## config.mk

```make
export PLATFORM = sky130hd
export DESIGN_NAME = riscv_multicycle_controller
export DESIGN_NICKNAME = d
export VERILOG_FILES = /design/src/rtl/riscv_multicycle_controller.sv
export SDC_FILE = /design/constraint.sdc
export NUM_CORES = 1
export LEC_CHECK = 0
export ABC_AREA = 1
export CAP_MARGIN = 20
export CORE_UTILIZATION = 50
export CTS_BUF_LIST = sky130_fd_sc_hd__clkbuf_8
export CTS_CLUSTER_SIZE = 30
export DETAILED_ROUTE_END_ITERATION = 12
export PLACE_DENSITY = 0.91
export SYNTH_ARGS = -nofsm -noshare
export SYNTH_HDL_FRONTEND = slang
export SYNTH_SLANG_ARGS = --single-unit
```

## constraint.sdc

```tcl
create_clock -name clk -period 2.55 [get_ports clk]
set_input_delay 0.3825 -clock clk [delete_from_list [all_inputs] [get_ports clk]]
set_output_delay 0.3825 -clock clk [all_outputs]
set_load 0.1 [all_outputs]
```

## src/rtl/riscv_multicycle_controller.sv

```systemverilog
// riscv_multicycle_controller
// ---------------------------
// Control unit for a shared-memory multi-cycle RV32I datapath. Each
// instruction runs through a sequence of states. Memory accesses use a
// req/ready handshake and may take any number of cycles.
//
// Beyond basic sequencing, this block provides:
//   - a memory timeout that traps after MEM_TIMEOUT wait cycles
//     (setting MEM_TIMEOUT to 0 disables the timeout),
//   - a trap on illegal opcodes and illegal funct3 codes,
//   - free-running cycle and retired-instruction counters for debug.
//
// Ports
//   clk, reset          clock (rising edge), asynchronous active-low reset
//   Instr               instruction register contents
//   Zero                ALU zero flag
//   mem_ready           memory finishes the current access this cycle
//   mem_req, mem_we     memory request, and write qualifier
//   AdrSrc              memory address select (0 = PC, 1 = ALUOut)
//   IRWrite, PCWrite    IR/OldPC load strobe, PC load strobe
//   RegWrite            register file write strobe
//   ALUSrcA, ALUSrcB    ALU operand selects
//   ResultSrc           result bus select
//   ImmSrc              immediate format select
//   ALUControl          ALU operation
//   state_out           current state encoding, for debug
//   illegal, mem_fault  sticky trap flags
//   cycle_count         cycles since reset was released
//   instret_count       retired instructions

module riscv_multicycle_controller #(
   parameter int MEM_TIMEOUT = 16,
   parameter int CNT_WIDTH   = 32
) (
   input  logic                 clk,
   input  logic                 reset,
   input  logic [31:0]          Instr,
   input  logic                 Zero,
   input  logic                 mem_ready,
   output logic                 mem_req,
   output logic                 mem_we,
   output logic                 AdrSrc,
   output logic                 IRWrite,
   output logic                 PCWrite,
   output logic                 RegWrite,
   output logic [1:0]           ALUSrcA,
   output logic [1:0]           ALUSrcB,
   output logic [1:0]           ResultSrc,
   output logic [2:0]           ImmSrc,
   output logic [3:0]           ALUControl,
   output logic [3:0]           state_out,
   output logic                 illegal,
   output logic                 mem_fault,
   output logic [CNT_WIDTH-1:0] cycle_count,
   output logic [CNT_WIDTH-1:0] instret_count
);

   typedef enum logic [3:0] {
      S_FETCH    = 4'd0,
      S_DECODE   = 4'd1,
      S_MEMADR   = 4'd2,
      S_MEMREAD  = 4'd3,
      S_MEMWB    = 4'd4,
      S_MEMWRITE = 4'd5,
      S_EXECR    = 4'd6,
      S_EXECI    = 4'd7,
      S_ALUWB    = 4'd8,
      S_BRANCH   = 4'd9,
      S_JAL      = 4'd10,
      S_LUI      = 4'd11,
      S_TRAP     = 4'd15
   } state_t;

   localparam logic [6:0] OP_LOAD   = 7'b0000011;
   localparam logic [6:0] OP_STORE  = 7'b0100011;
   localparam logic [6:0] OP_RTYPE  = 7'b0110011;
   localparam logic [6:0] OP_ITYPE  = 7'b0010011;
   localparam logic [6:0] OP_BRANCH = 7'b1100011;
   localparam logic [6:0] OP_JAL    = 7'b1101111;
   localparam logic [6:0] OP_LUI    = 7'b0110111;

   localparam logic [3:0] ALU_ADD = 4'b0000;
   localparam logic [3:0] ALU_SUB = 4'b0001;
   localparam logic [3:0] ALU_AND = 4'b0010;
   localparam logic [3:0] ALU_OR  = 4'b0011;
   localparam logic [3:0] ALU_XOR = 4'b0100;
   localparam logic [3:0] ALU_SLT = 4'b0101;
   localparam logic [3:0] ALU_SLL = 4'b0110;
   localparam logic [3:0] ALU_SRL = 4'b0111;
   localparam logic [3:0] ALU_SRA = 4'b1000;

   localparam logic [2:0] IMM_I = 3'b000;
   localparam logic [2:0] IMM_S = 3'b001;
   localparam logic [2:0] IMM_B = 3'b010;
   localparam logic [2:0] IMM_J = 3'b011;
   localparam logic [2:0] IMM_U = 3'b100;

   // The wait counter only has to reach MEM_TIMEOUT-1. At that point, one
   // more cycle without ready is the timeout.
   localparam int WAIT_W = (MEM_TIMEOUT > 1) ? $clog2(MEM_TIMEOUT) : 1;
   localparam int TO_LAST = (MEM_TIMEOUT > 0) ? MEM_TIMEOUT - 1 : 0;
   localparam logic [WAIT_W-1:0] WAIT_LAST = WAIT_W'(TO_LAST);

   state_t            state, next_state;
   logic [WAIT_W-1:0] wait_cnt;
   logic              set_illegal, set_fault, timeout_hit;
   logic              mem_req_s, mem_we_s, ir_write_s, pc_write_s, reg_write_s;
   logic [6:0]        opcode;
   logic [2:0]        funct3;
   logic              funct7b5;
   logic              unused_instr_bits;

   assign opcode   = Instr[6:0];
   assign funct3   = Instr[14:12];
   assign funct7b5 = Instr[30];
   assign unused_instr_bits = ^{Instr[31], Instr[29:15], Instr[11:7]};

   // ALU operation for EXECR/EXECI. Only R-type honours funct7[5] on
   // funct3=000. For I-type, that bit belongs to the immediate.
   function automatic logic [3:0] alu_decode(input logic [2:0] f3,
                                             input logic       f7b5,
                                             input logic       rtype);
      logic [3:0] op;
      op = ALU_ADD;
      case (f3)
         3'b000:  op = (rtype && f7b5) ? ALU_SUB : ALU_ADD;
         3'b001:  op = ALU_SLL;
         3'b010:  op = ALU_SLT;
         3'b100:  op = ALU_XOR;
         3'b101:  op = f7b5 ? ALU_SRA : ALU_SRL;
         3'b110:  op = ALU_OR;
         3'b111:  op = ALU_AND;
         default: op = ALU_ADD;
      endcase
      return op;
   endfunction

   // Timeout fires on the wait cycle that would take the counter to
   // MEM_TIMEOUT. A ready in that same cycle still completes the access.
   assign timeout_hit = (MEM_TIMEOUT != 0) && !mem_ready && (wait_cnt == WAIT_LAST);

   // Next-state logic. The trap flags are raised on the transition into TRAP.
   always_comb begin
      next_state  = state;
      set_illegal = 1'b0;
      set_fault   = 1'b0;
      case (state)
         S_FETCH, S_MEMREAD, S_MEMWRITE: begin
            if (mem_ready) begin
               case (state)
                  S_FETCH:   next_state = S_DECODE;
                  S_MEMREAD: next_state = S_MEMWB;
                  default:   next_state = S_FETCH;
               endcase
            end else if (timeout_hit) begin
               next_state = S_TRAP;
               set_fault  = 1'b1;
            end
         end
         S_DECODE: begin
            case (opcode)
               OP_LOAD, OP_STORE: next_state = S_MEMADR;
               OP_RTYPE:          next_state = S_EXECR;
               OP_ITYPE:          next_state = S_EXECI;
               OP_BRANCH:         next_state = S_BRANCH;
               OP_JAL:            next_state = S_JAL;
               OP_LUI:            next_state = S_LUI;
               default: begin
                  next_state  = S_TRAP;
                  set_illegal = 1'b1;
               end
            endcase
         end
         S_MEMADR: next_state = opcode[5] ? S_MEMWRITE : S_MEMREAD;
         S_MEMWB:  next_state = S_FETCH;
         S_EXECR, S_EXECI: begin
            if (funct3 == 3'b011) begin
               next_state  = S_TRAP;
               set_illegal = 1'b1;
            end else begin
               next_state = S_ALUWB;
            end
         end
         S_ALUWB: next_state = S_FETCH;
         S_BRANCH: begin
            if (funct3[2:1] == 2'b00) begin
               next_state = S_FETCH;
            end else begin
               next_state  = S_TRAP;
               set_illegal = 1'b1;
            end
         end
         S_JAL:   next_state = S_ALUWB;
         S_LUI:   next_state = S_ALUWB;
         default: next_state = S_TRAP;
      endcase
   end

   // Moore decode of the datapath controls. Strobes are computed here and
   // gated by reset below, so that they drop as soon as reset is asserted.
   always_comb begin
      mem_req_s   = 1'b0;
      mem_we_s    = 1'b0;
      ir_write_s  = 1'b0;
      pc_write_s  = 1'b0;
      reg_write_s = 1'b0;
      AdrSrc      = 1'b0;
      ALUSrcA     = 2'b00;
      ALUSrcB     = 2'b00;
      ResultSrc   = 2'b00;
      ImmSrc      = IMM_I;
      ALUControl  = ALU_ADD;
      case (state)
         S_FETCH: begin
            mem_req_s  = 1'b1;
            ALUSrcB    = 2'b10;
            ResultSrc  = 2'b10;
            ir_write_s = mem_ready;
            pc_write_s = mem_ready;
         end
         S_DECODE: begin
            // ALUOut captures the branch target, or the jump target for JAL.
            ALUSrcA = 2'b01;
            ALUSrcB = 2'b01;
            ImmSrc  = (opcode == OP_JAL) ? IMM_J : IMM_B;
         end
         S_MEMADR: begin
            ALUSrcA = 2'b10;
            ALUSrcB = 2'b01;
            ImmSrc  = opcode[5] ? IMM_S : IMM_I;
         end
         S_MEMREAD: begin
            AdrSrc    = 1'b1;
            mem_req_s = 1'b1;
         end
         S_MEMWB: begin
            ResultSrc   = 2'b01;
            reg_write_s = 1'b1;
         end
         S_MEMWRITE: begin
            AdrSrc    = 1'b1;
            mem_req_s = 1'b1;
            mem_we_s  = 1'b1;
         end
         S_EXECR: begin
            ALUSrcA    = 2'b10;
            ALUControl = alu_decode(funct3, funct7b5, 1'b1);
         end
         S_EXECI: begin
            ALUSrcA    = 2'b10;
            ALUSrcB    = 2'b01;
            ALUControl = alu_decode(funct3, funct7b5, 1'b0);
         end
         S_ALUWB: reg_write_s = 1'b1;
         S_BRANCH: begin
            // beq takes on Zero, bne on !Zero. Illegal funct3 never writes PC.
            ALUSrcA    = 2'b10;
            ALUControl = ALU_SUB;
            pc_write_s = (funct3[2:1] == 2'b00) && (Zero ^ funct3[0]);
         end
         S_JAL: begin
            ALUSrcA    = 2'b01;
            ALUSrcB    = 2'b10;
            pc_write_s = 1'b1;
         end
         S_LUI: begin
            ALUSrcA = 2'b11;
            ALUSrcB = 2'b01;
            ImmSrc  = IMM_U;
         end
         default: ;
      endcase
   end

   assign mem_req   = mem_req_s   & reset;
   assign mem_we    = mem_we_s    & reset;
   assign IRWrite   = ir_write_s  & reset;
   assign PCWrite   = pc_write_s  & reset;
   assign RegWrite  = reg_write_s & reset;
   assign state_out = state;

   // State, wait counter, sticky flags and performance counters. The wait
   // counter clears whenever no access is stalled. As a result, it is
   // already zero on entry to any memory state.
   always_ff @(posedge clk or negedge reset) begin
      if (!reset) begin
         state         <= S_FETCH;
         wait_cnt      <= '0;
         illegal       <= 1'b0;
         mem_fault     <= 1'b0;
         cycle_count   <= '0;
         instret_count <= '0;
      end else begin
         state       <= next_state;
         cycle_count <= cycle_count + CNT_WIDTH'(1);
         if (mem_req_s && !mem_ready)
            wait_cnt <= wait_cnt + WAIT_W'(1);
         else
            wait_cnt <= '0;
         if (set_illegal)
            illegal <= 1'b1;
         if (set_fault)
            mem_fault <= 1'b1;
         if (next_state == S_FETCH && state != S_FETCH && state != S_TRAP)
            instret_count <= instret_count + CNT_WIDTH'(1);
      end
   end

endmodule

```

==> results of run 1 <==
-- layout make-up --
type	count	area, um^2
timing repair buffer	110	1021
multi-input combinational	470	2455
tap	108	135.1
inverter	61	229.0
sequential	74	1857
clock inverter	6	67.56
fill	740	2790
clock buffer	9	123.9
-- metal layers --
layer  routed length (um)  share of wire (%)  track usage, %  vias up
met4                  355                3.1           10.54        0
met3                  607                5.3           6.495       35
met1                 4889                 42           33.89     2114
li1                     -                  -               -     2168
met2                 5694                 49           42.96      142
met5                    0                  0               0        -
-- power by group --
part / internal, W / switching (W) / leakage (nW) / total (W)
sequential: 0.00117 / 0 / 0.998 / 0.00117
combinational: 0.0000315 / 0.0000571 / 1.91 / 0.0000886
clock: 0.000449 / 0.000449 / 0.0917 / 0.000898
total: 0.00165 / 0.000506 / 3.00 / 0.00216
-- placed cells by master (no fill, tap or decap), drive strengths merged, types with 2 or more instances in the layout --
| cell | instances |
|---|---|
| nor3b | 2 |
| ha | 3 |
| clkinv | 3 |
| clkbuf | 9 |
| nor4 | 2 |
| clkinvlp | 2 |
| nand4 | 14 |
| xnor2 | 19 |
| buf | 97 |
| inv | 61 |
| nand2 | 189 |
| nor2 | 87 |
| clkdlybuf4s50 | 13 |
| o21ai | 6 |
| xor2 | 42 |
| dfrtp | 74 |
| nand3 | 69 |
| nor3 | 26 |
| a21oi | 4 |
-- path summary, 6_finish.rpt --
path	endpoint	slack, ns	cells after the start
hold reg to reg	cycle_count[31]$_DFF_PN0_	0.47	1
setup reg to reg	instret_count[6]$_DFFE_PN0P_	0.49	10
hold / removal	cycle_count[24]$_DFF_PN0_	0.29	2
setup / recovery	ALUControl[0]	0.10	11
max in group asynchronous	state_out[2]$_DFF_PN0_	1.61	2
min in group clk	cycle_count[31]$_DFF_PN0_	0.47	1
-- stage by stage --
step	total power (W)	cells
2_1_floorplan	0.001222	614
3_3_place_gp	0.001279	823
3_5_place_dp	0.001285	823
4_1_cts	0.002186	838
5_1_grt	0.002245	838
6_report	0.002159	838
-- what timing repair did --
item | 4_1_cts | 5_1_grt
resized for setup | 0 | 2
hold buffers | 0 | 0
endpoints found under the setup margin | 0 | 1
-- worst register-to-register path, cell delays in order (launching register included) --
cell	delay (ns)
dfrtp_2	0.46
nand2_1	0.18
clkinv_1	0.08
nand2_1	0.11
nand3_2	0.16
nand2_1	0.13
nand2_1	0.09
nor3_4	0.19
buf_4	0.34
nand3_1	0.15
nand2_1	0.09
-- flip-flops by register name, summed over array words and instances (netlist names) --
register       flops
mem_fault          1
wait_cnt           4
illegal            1
state_out          4
cycle_count       32
instret_count     32
-- cells by family (layout without fill, tap and decap cells) --
| group | count (synthesis) | in the layout |
|---|---|---|
| flip-flops | 74 | 74 |
| XOR/XNOR | 61 | 61 |
| buffers and inverters | 70 | 186 |
| AO/OA/AOI/OAI | 14 | 14 |
| adder cells (fa/ha/maj) | 3 | 3 |
| AND/OR/NAND/NOR | 392 | 392 |
==> metrics.md, run 1 <==
| Metric | Value |
|---|---|
| Cell Area, Synth | 4471 um^2 |
| Post-Place Cell Area | 5697 um^2 |
| Post-synth top cells | 189 x nand2_1, 84 x nor2_1, 74 x dfrtp_1 |
| Post-synth top area share | about two fifths |
| Utilization after layout | 67.85% |
| Fmax | 408.2 MHz |
| Top cell by count, worst path | nand2_1 |
| # rows | 34 |
| Post-synthesis compound-gate area fraction | 1.791% |
| Synth warnings | 0 |
| Netlist cell types | 29 |
| Root Buffer | clkbuf_8 |
| DR iter-0 viols | between 200 and 300 |
| Asr flop ratio synth | between 90% and 100% |
| I/O pins | between 100 and 150 |
| Final period utilization | a little over nine tenths |
| Final setup fails | 0 |
| Mux contribution to synthesized area | 0% |
| Mapped Nets | 653 |
| Crit path arrival time | 2.07 ns |
| Post-Synth XOR/XNOR Area | 11.95% |
| CTS Buf Count | 9 |
| Simple-gate share of the synthesized area | between 30% and 40% |
| Clk Latency, worst-skew pair | roughly 0.35 ns |
| RSZ-0062 raised after global routing | false |
| Largest net degree at the start of global routing | 75 |
| Transition time at the pin with the least slew margin | ~0.91 ns |
| Sequential fraction of the synthesis area | between 40% and 50% |
| Pre-CTS setup slack | between 0.06 and 0.07 ns |
| Final HPWL DP | 8715 um |
| Run status | completed |
| Core Region | slightly below 9000 um^2 |
| Critical path's slowest cell | clkdlybuf4s50_1 |
| Initial core utilization | 51.51% |
| Initial antenna violation count | 0 |
| Fin. max-slew vios | 0 |
| Synth Flop Type | dfrtp_1 |
| RD Place Congestion | 0.9500 |
| Post-synth EDFFs | 0 |
| Critical Path End Type | primary output |
| H-tree levels | 3 |
| Cell family with most CP delay | buffers and inverters |
| N_diodes | 0 |
| CTS tree | built |
| Power per cell area | 366.7 nW/um^2 |
| CP Launch Type | input port |
| Hold Vio Cnt, Final | 0 |
| Global-route wire length before repair | between 15,000 and 20,000 um |
| Hold Path Class | input port to asynchronous set/reset pin |
| Avg WL per Cell | approximately 14 um |
| CTS clk-pin slew, worst paths | around 0.080 ns |
| Post-route ant nets | 0 |
| Post-Syn Instances | 614 |
| Clk sinks | 74 |
| Most frequent cell after synthesis | nand2_1 |
| GRT Util Overall | 26.49% |
| Max Cap Violations | 0 |
| Slowest stage delay, CP | 0.51 ns |
| Clock skew | 0.01075 ns |
| Fin crit period | approximately 2.4 ns |
| Die H | between 90 and 100 um |
| Max VDD drop | 0.2958 mV |
| CP startpoint | Instr[13] |
| Cell Chain, Critical Path | clkdlybuf4s50_1 -> inv_1 -> nand2_1 -> inv_1 -> nand2_1 -> nand2_1 -> o21ai_0 -> o21ai_1 -> inv_2 -> o221ai_4 -> buf_12 |
| NumNets Final | 765 |
| Post-synthesis register bit count | between 70 and 80 |
| Layout cells sized above 1 | approximately a fifth |
| Die area | 9323 um^2 |
| Crit Path Max Fanout | 3 |
| Setup TNS | 0 ns |
| Top cell type by total area after synthesis | dfrtp_1 |
| Layout area overhead | 31.71% |
| Top cells by area, synth | dfrtp_1 41%, nand2_1 16%, xor2_1 8.2% |
| Die X | between 90 and 100 um |
| Final worst slack | ~0.10 ns |
| DRT Pass-1 Iters | 5 |
| Slew margin rel. | 39.23% |
| Avg Cell Area, Syn | approximately 7.3 um^2 |
| Post-CTS Setup Repair Bufs | 0 |
| Post-Synth Adder-Cell Area | less than 1% |
| Final instance area | 5888 um^2 |
| Clock tree buffer depth | 2 |
| Required time of the critical path | approximately 2.2 ns |
| Leak Pwr | 2.996 nW |
| Total Wirelength | 11,550 um |
| CP bufs+invs | 5 |
| # DRC | 0 |
| FF-to-FF Start | state_out[1]$_DFF_PN0_ |
| Hold slack final | between 0.2 and 0.3 ns |
| Routed via count divided by cell count | about 5.3 |
| Combinational family with the most area after synthesis | simple AND/OR/NAND/NOR gates |
| Vias | 4,459 |
| GRT overflow | 0 |
| WS Path Type | input port to primary output |
| Number of global-route vias before repair | 4,120 |
| IO Port Bufs | 103 |
(Power assumes the default switching activity.)
==> run 2, diff against run 1 <==
--- a/config.mk
+++ b/config.mk
@@ -12,6 +12,7 @@
 export CTS_CLUSTER_SIZE = 30
 export DETAILED_ROUTE_END_ITERATION = 12
 export PLACE_DENSITY = 0.91
+export SKIP_LAST_GASP = 1
 export SYNTH_ARGS = -nofsm -noshare
 export SYNTH_HDL_FRONTEND = slang
 export SYNTH_SLANG_ARGS = --single-unit
==> constraint.sdc (replaced) <==
create_clock -name clk -period 2.55 [get_ports clk]
set_input_delay 0.51 -clock clk [delete_from_list [all_inputs] [get_ports clk]]
set_output_delay 0.51 -clock clk [all_outputs]
set_load 0.1 [all_outputs]
==> metrics.md, run 2 (synthesis gave the netlist of run 1 again) <==
| Metric | Value |
|---|---|
| RD Place Congestion | 0.9193 (-3.2%) |
| Core Region | 8678 um^2 (unchanged) |
| Reg power frac | 50.2% (-4.1 points) |
| Initial core utilization | 51.51% (unchanged) |
| DRT Pass-1 Iters | 5 (unchanged) |
| Root Buffer | clkbuf_8 |
| CTS Buf Count | 9 (unchanged) |
| RSZ-0062 raised after global routing | true |
| Number of global-route vias before repair | 4,251 (+3.2%) |
| Layout area overhead | 36.58% |
| Reg2Reg Setup Slack | 0.42 ns (-0.07 ns) |
| Final setup fails | 0 (unchanged) |
| Crit path arrival time | 2.01 ns (-0.06 ns) |
| Die H | 96.56 um (unchanged) |
| Cell Count, Final, Fillers Out | 846 (+0.95%) |
| Critical Path End Type | primary output |
| Leak Pwr | 3.088 nW (+3.1%) |
| IO Port Bufs | 103 (unchanged) |
| Max Cap Violations | 0 (unchanged) |
| Total Power | 0.002333 W (+8.0%) |
| Fin crit period | 2.518 ns (+0.06770 ns) |
| Layout fillers | 715 (-3.4%) |
| WL met1 | 5068 um (+3.7%) |
| Layout cells sized above 1 | 21.82% (+1.5 points) |
| Post-CTS Setup Repair Bufs | 0 (unchanged) |
| Pint | 0.001817 W (+9.9%) |
| Met3 routed WL | 795 um (+31%) |
| Final HPWL DP | 9292 um (+6.6%) |
| # rows | 34 (unchanged) |
| Crit Path Max Fanout | 6 (+3) |
| Placed insts | 829 (+0.73%) |
| WS Path Type | flip-flop to primary output |
| CTS tree | built |
| CTS clk-pin slew, worst paths | 0.08 ns (about the same) |
| Post-route ant nets | 0 (unchanged) |
| N_diodes | 0 (unchanged) |
| Fin. max-slew vios | 0 (unchanged) |
| Max VDD drop | 0.4004 mV (+35%) |
| Clock skew | 0.009100 ns (-0.001652 ns) |
| Required time of the critical path | 2.04 ns (-0.13 ns) |
| Clock tree buffer depth | 2 (unchanged) |
| Logic gate share of total power | 4.0% (about the same) |
| GRT overflow | 0 (unchanged) |
| Switching pwr | 0.0005162 W (+2.0%) |
| Run status | completed |
| Top flop regs | cycle_count: 32 flops, instret_count: 32 flops |
| Total Wirelength | 12,220 um (+5.8%) |
| Slew margin rel. | 43.11% (+3.9 points) |
| Fmax | 397.2 MHz (-2.7%) |
| Clk sinks | 74 (unchanged) |
| Power per cell area | 382.1 nW/um^2 (+4.2%) |
| Die area | 9323 um^2 (unchanged) |
| Clk Latency, worst-skew pair | 0.35 ns (about the same) |
| Highest routed layer | met4 |
| Routed via count divided by cell count | 5.405 (+1.6%) |
| H-tree levels | 3 (unchanged) |
| Hold Path Class | flip-flop to flip-flop |
| Initial antenna violation count | 0 (unchanged) |
| I/O pins | 125 (unchanged) |
| Avg WL per Cell | 14.44 um (+4.8%) |
| GRT Util Overall | 27.70% (+1.2 points) |
| Met2 wire length | 6057 um (+6.4%) |
| DR iter-0 viols | 273 (-5.5%) |
| Most common cell after layout, fill and taps aside | nand2_1 |
| CP Launch Type | flip-flop |
| Global-route wire length before repair | 20,070 um (+4.7%) |
| Clk pwr share | 45.8% (+4.2 points) |
| # DRC | 0 (unchanged) |
| Vias | 4,573 (+2.6%) |
| Switch share | 22.12% (-1.3 points) |
| NumNets Final | 772 (+0.92%) |
| Largest net degree at the start of global routing | 69 (-8.0%) |
| Final period utilization | 98.73% (+2.7 points) |
| Commonest cells after routing, fill and taps aside | 185 x nand2_1, 84 x buf_4, 77 x nor2_1 |
| Hold Vio Cnt, Final | 0 (unchanged) |
| Die X | 96.56 um (unchanged) |
| Transition time at the pin with the least slew margin | 0.8533 ns (-0.05823 ns) |
-- run 2: cell count changes in the layout (fill, tap and decap cells not counted), moves of 2 or more --
cell             previous run  this run
buf_12                     13        19
clkbuf_8                    9        11
clkdlybuf4s50_1            13        10
dfrtp_2                     4         0
dfrtp_4                     0         4
dlygate4sd2_1               0         2
inv_1                      53        51
nand2_1                   188       185
nand2_2                     0         2
-- run 2: what timing repair did --
item / 4_1_cts / 5_1_grt
endpoints found under the hold margin: 6 / 0
hold buffers: 1 / 0
resized for setup: 4 / 4
setup endpoints to repair: 2 / 4
-- run 2: area by class of cell --
class	instances	area [um^2]	area share (%)
clock buffers	11	151.4	2.480
clock inverters	5	85.08	1.393
inverters	61	231.5	3.791
multi-input cells	470	2485	40.70
flip-flops and latches	74	1867	30.57
well taps	108	135.1	2.213
repair buffers	117	1151	18.85
-- run 2: worst paths after layout --
kind | start | to | depth (start not counted)
worst min-delay path | cycle_count[31]$_DFF_PN0_ | cycle_count[31]$_DFF_PN0_ | 1
worst max register to register | cycle_count[0]$_DFF_PN0_ | cycle_count[28]$_DFF_PN0_ | 8
max in group asynchronous | reset | state_out[2]$_DFF_PN0_ | 3
worst min register to register | cycle_count[31]$_DFF_PN0_ | cycle_count[31]$_DFF_PN0_ | 1
worst max-delay path | state_out[0]$_DFF_PN0_ | ALUControl[1] | 9
min in group asynchronous | reset | wait_cnt[1]$_DFF_PN0_ | 2
-- run 2: routing by layer --
layer | global-route usage, % | vias to the layer above
met4 | 7.966 | 0
met2 | 47.48 | 161
met5 | 0 | -
met3 | 6.808 | 29
li1 | - | 2193
met1 | 34.56 | 2190
-- run 2: through the flow --
stage	setup WS, ns	TNS, ns	hold slack [ns]	util [%]	instance area [um^2]
6_report	0.03237	0	0.4787	70.36	6106
5_1_grt	-0.02880	-0.02880	0.4909	70.36	6106
4_1_cts	-0.005566	-0.005566	0.4771	70.24	6096
3_5_place_dp	-0.02511	-0.04811	0.3369	67.40	5849
3_3_place_gp	0.02486	0	0.3366	67.40	5849
2_1_floorplan	-0.04470	-0.04470	0.2144	-	4623
-- run 2: power groups by stage --
stage | Sequential [W] | Clock, W | Combinational (W)
after global routing | 0.00117 | 0.00112 | 0.000103
final | 0.00117 | 0.00107 | 0.0000927
after floorplan | 0.00120 | 0 | 0.0000259
after CTS | 0.00117 | 0.00108 | 0.0000932
after detailed placement | 0.00120 | 0 | 0.0000925
after global placement | 0.00120 | 0 | 0.0000883
-- run 2: worst max-delay path: stages (launching register included) --
cell and delay, ns:
dfrtp_4 0.52, inv_2 0.08, nand2_1 0.11, nor2_1 0.11, inv_1 0.08, o21ai_0 0.16
inv_1 0.10, buf_4 0.16, a21oi_4 0.13, buf_12 0.19
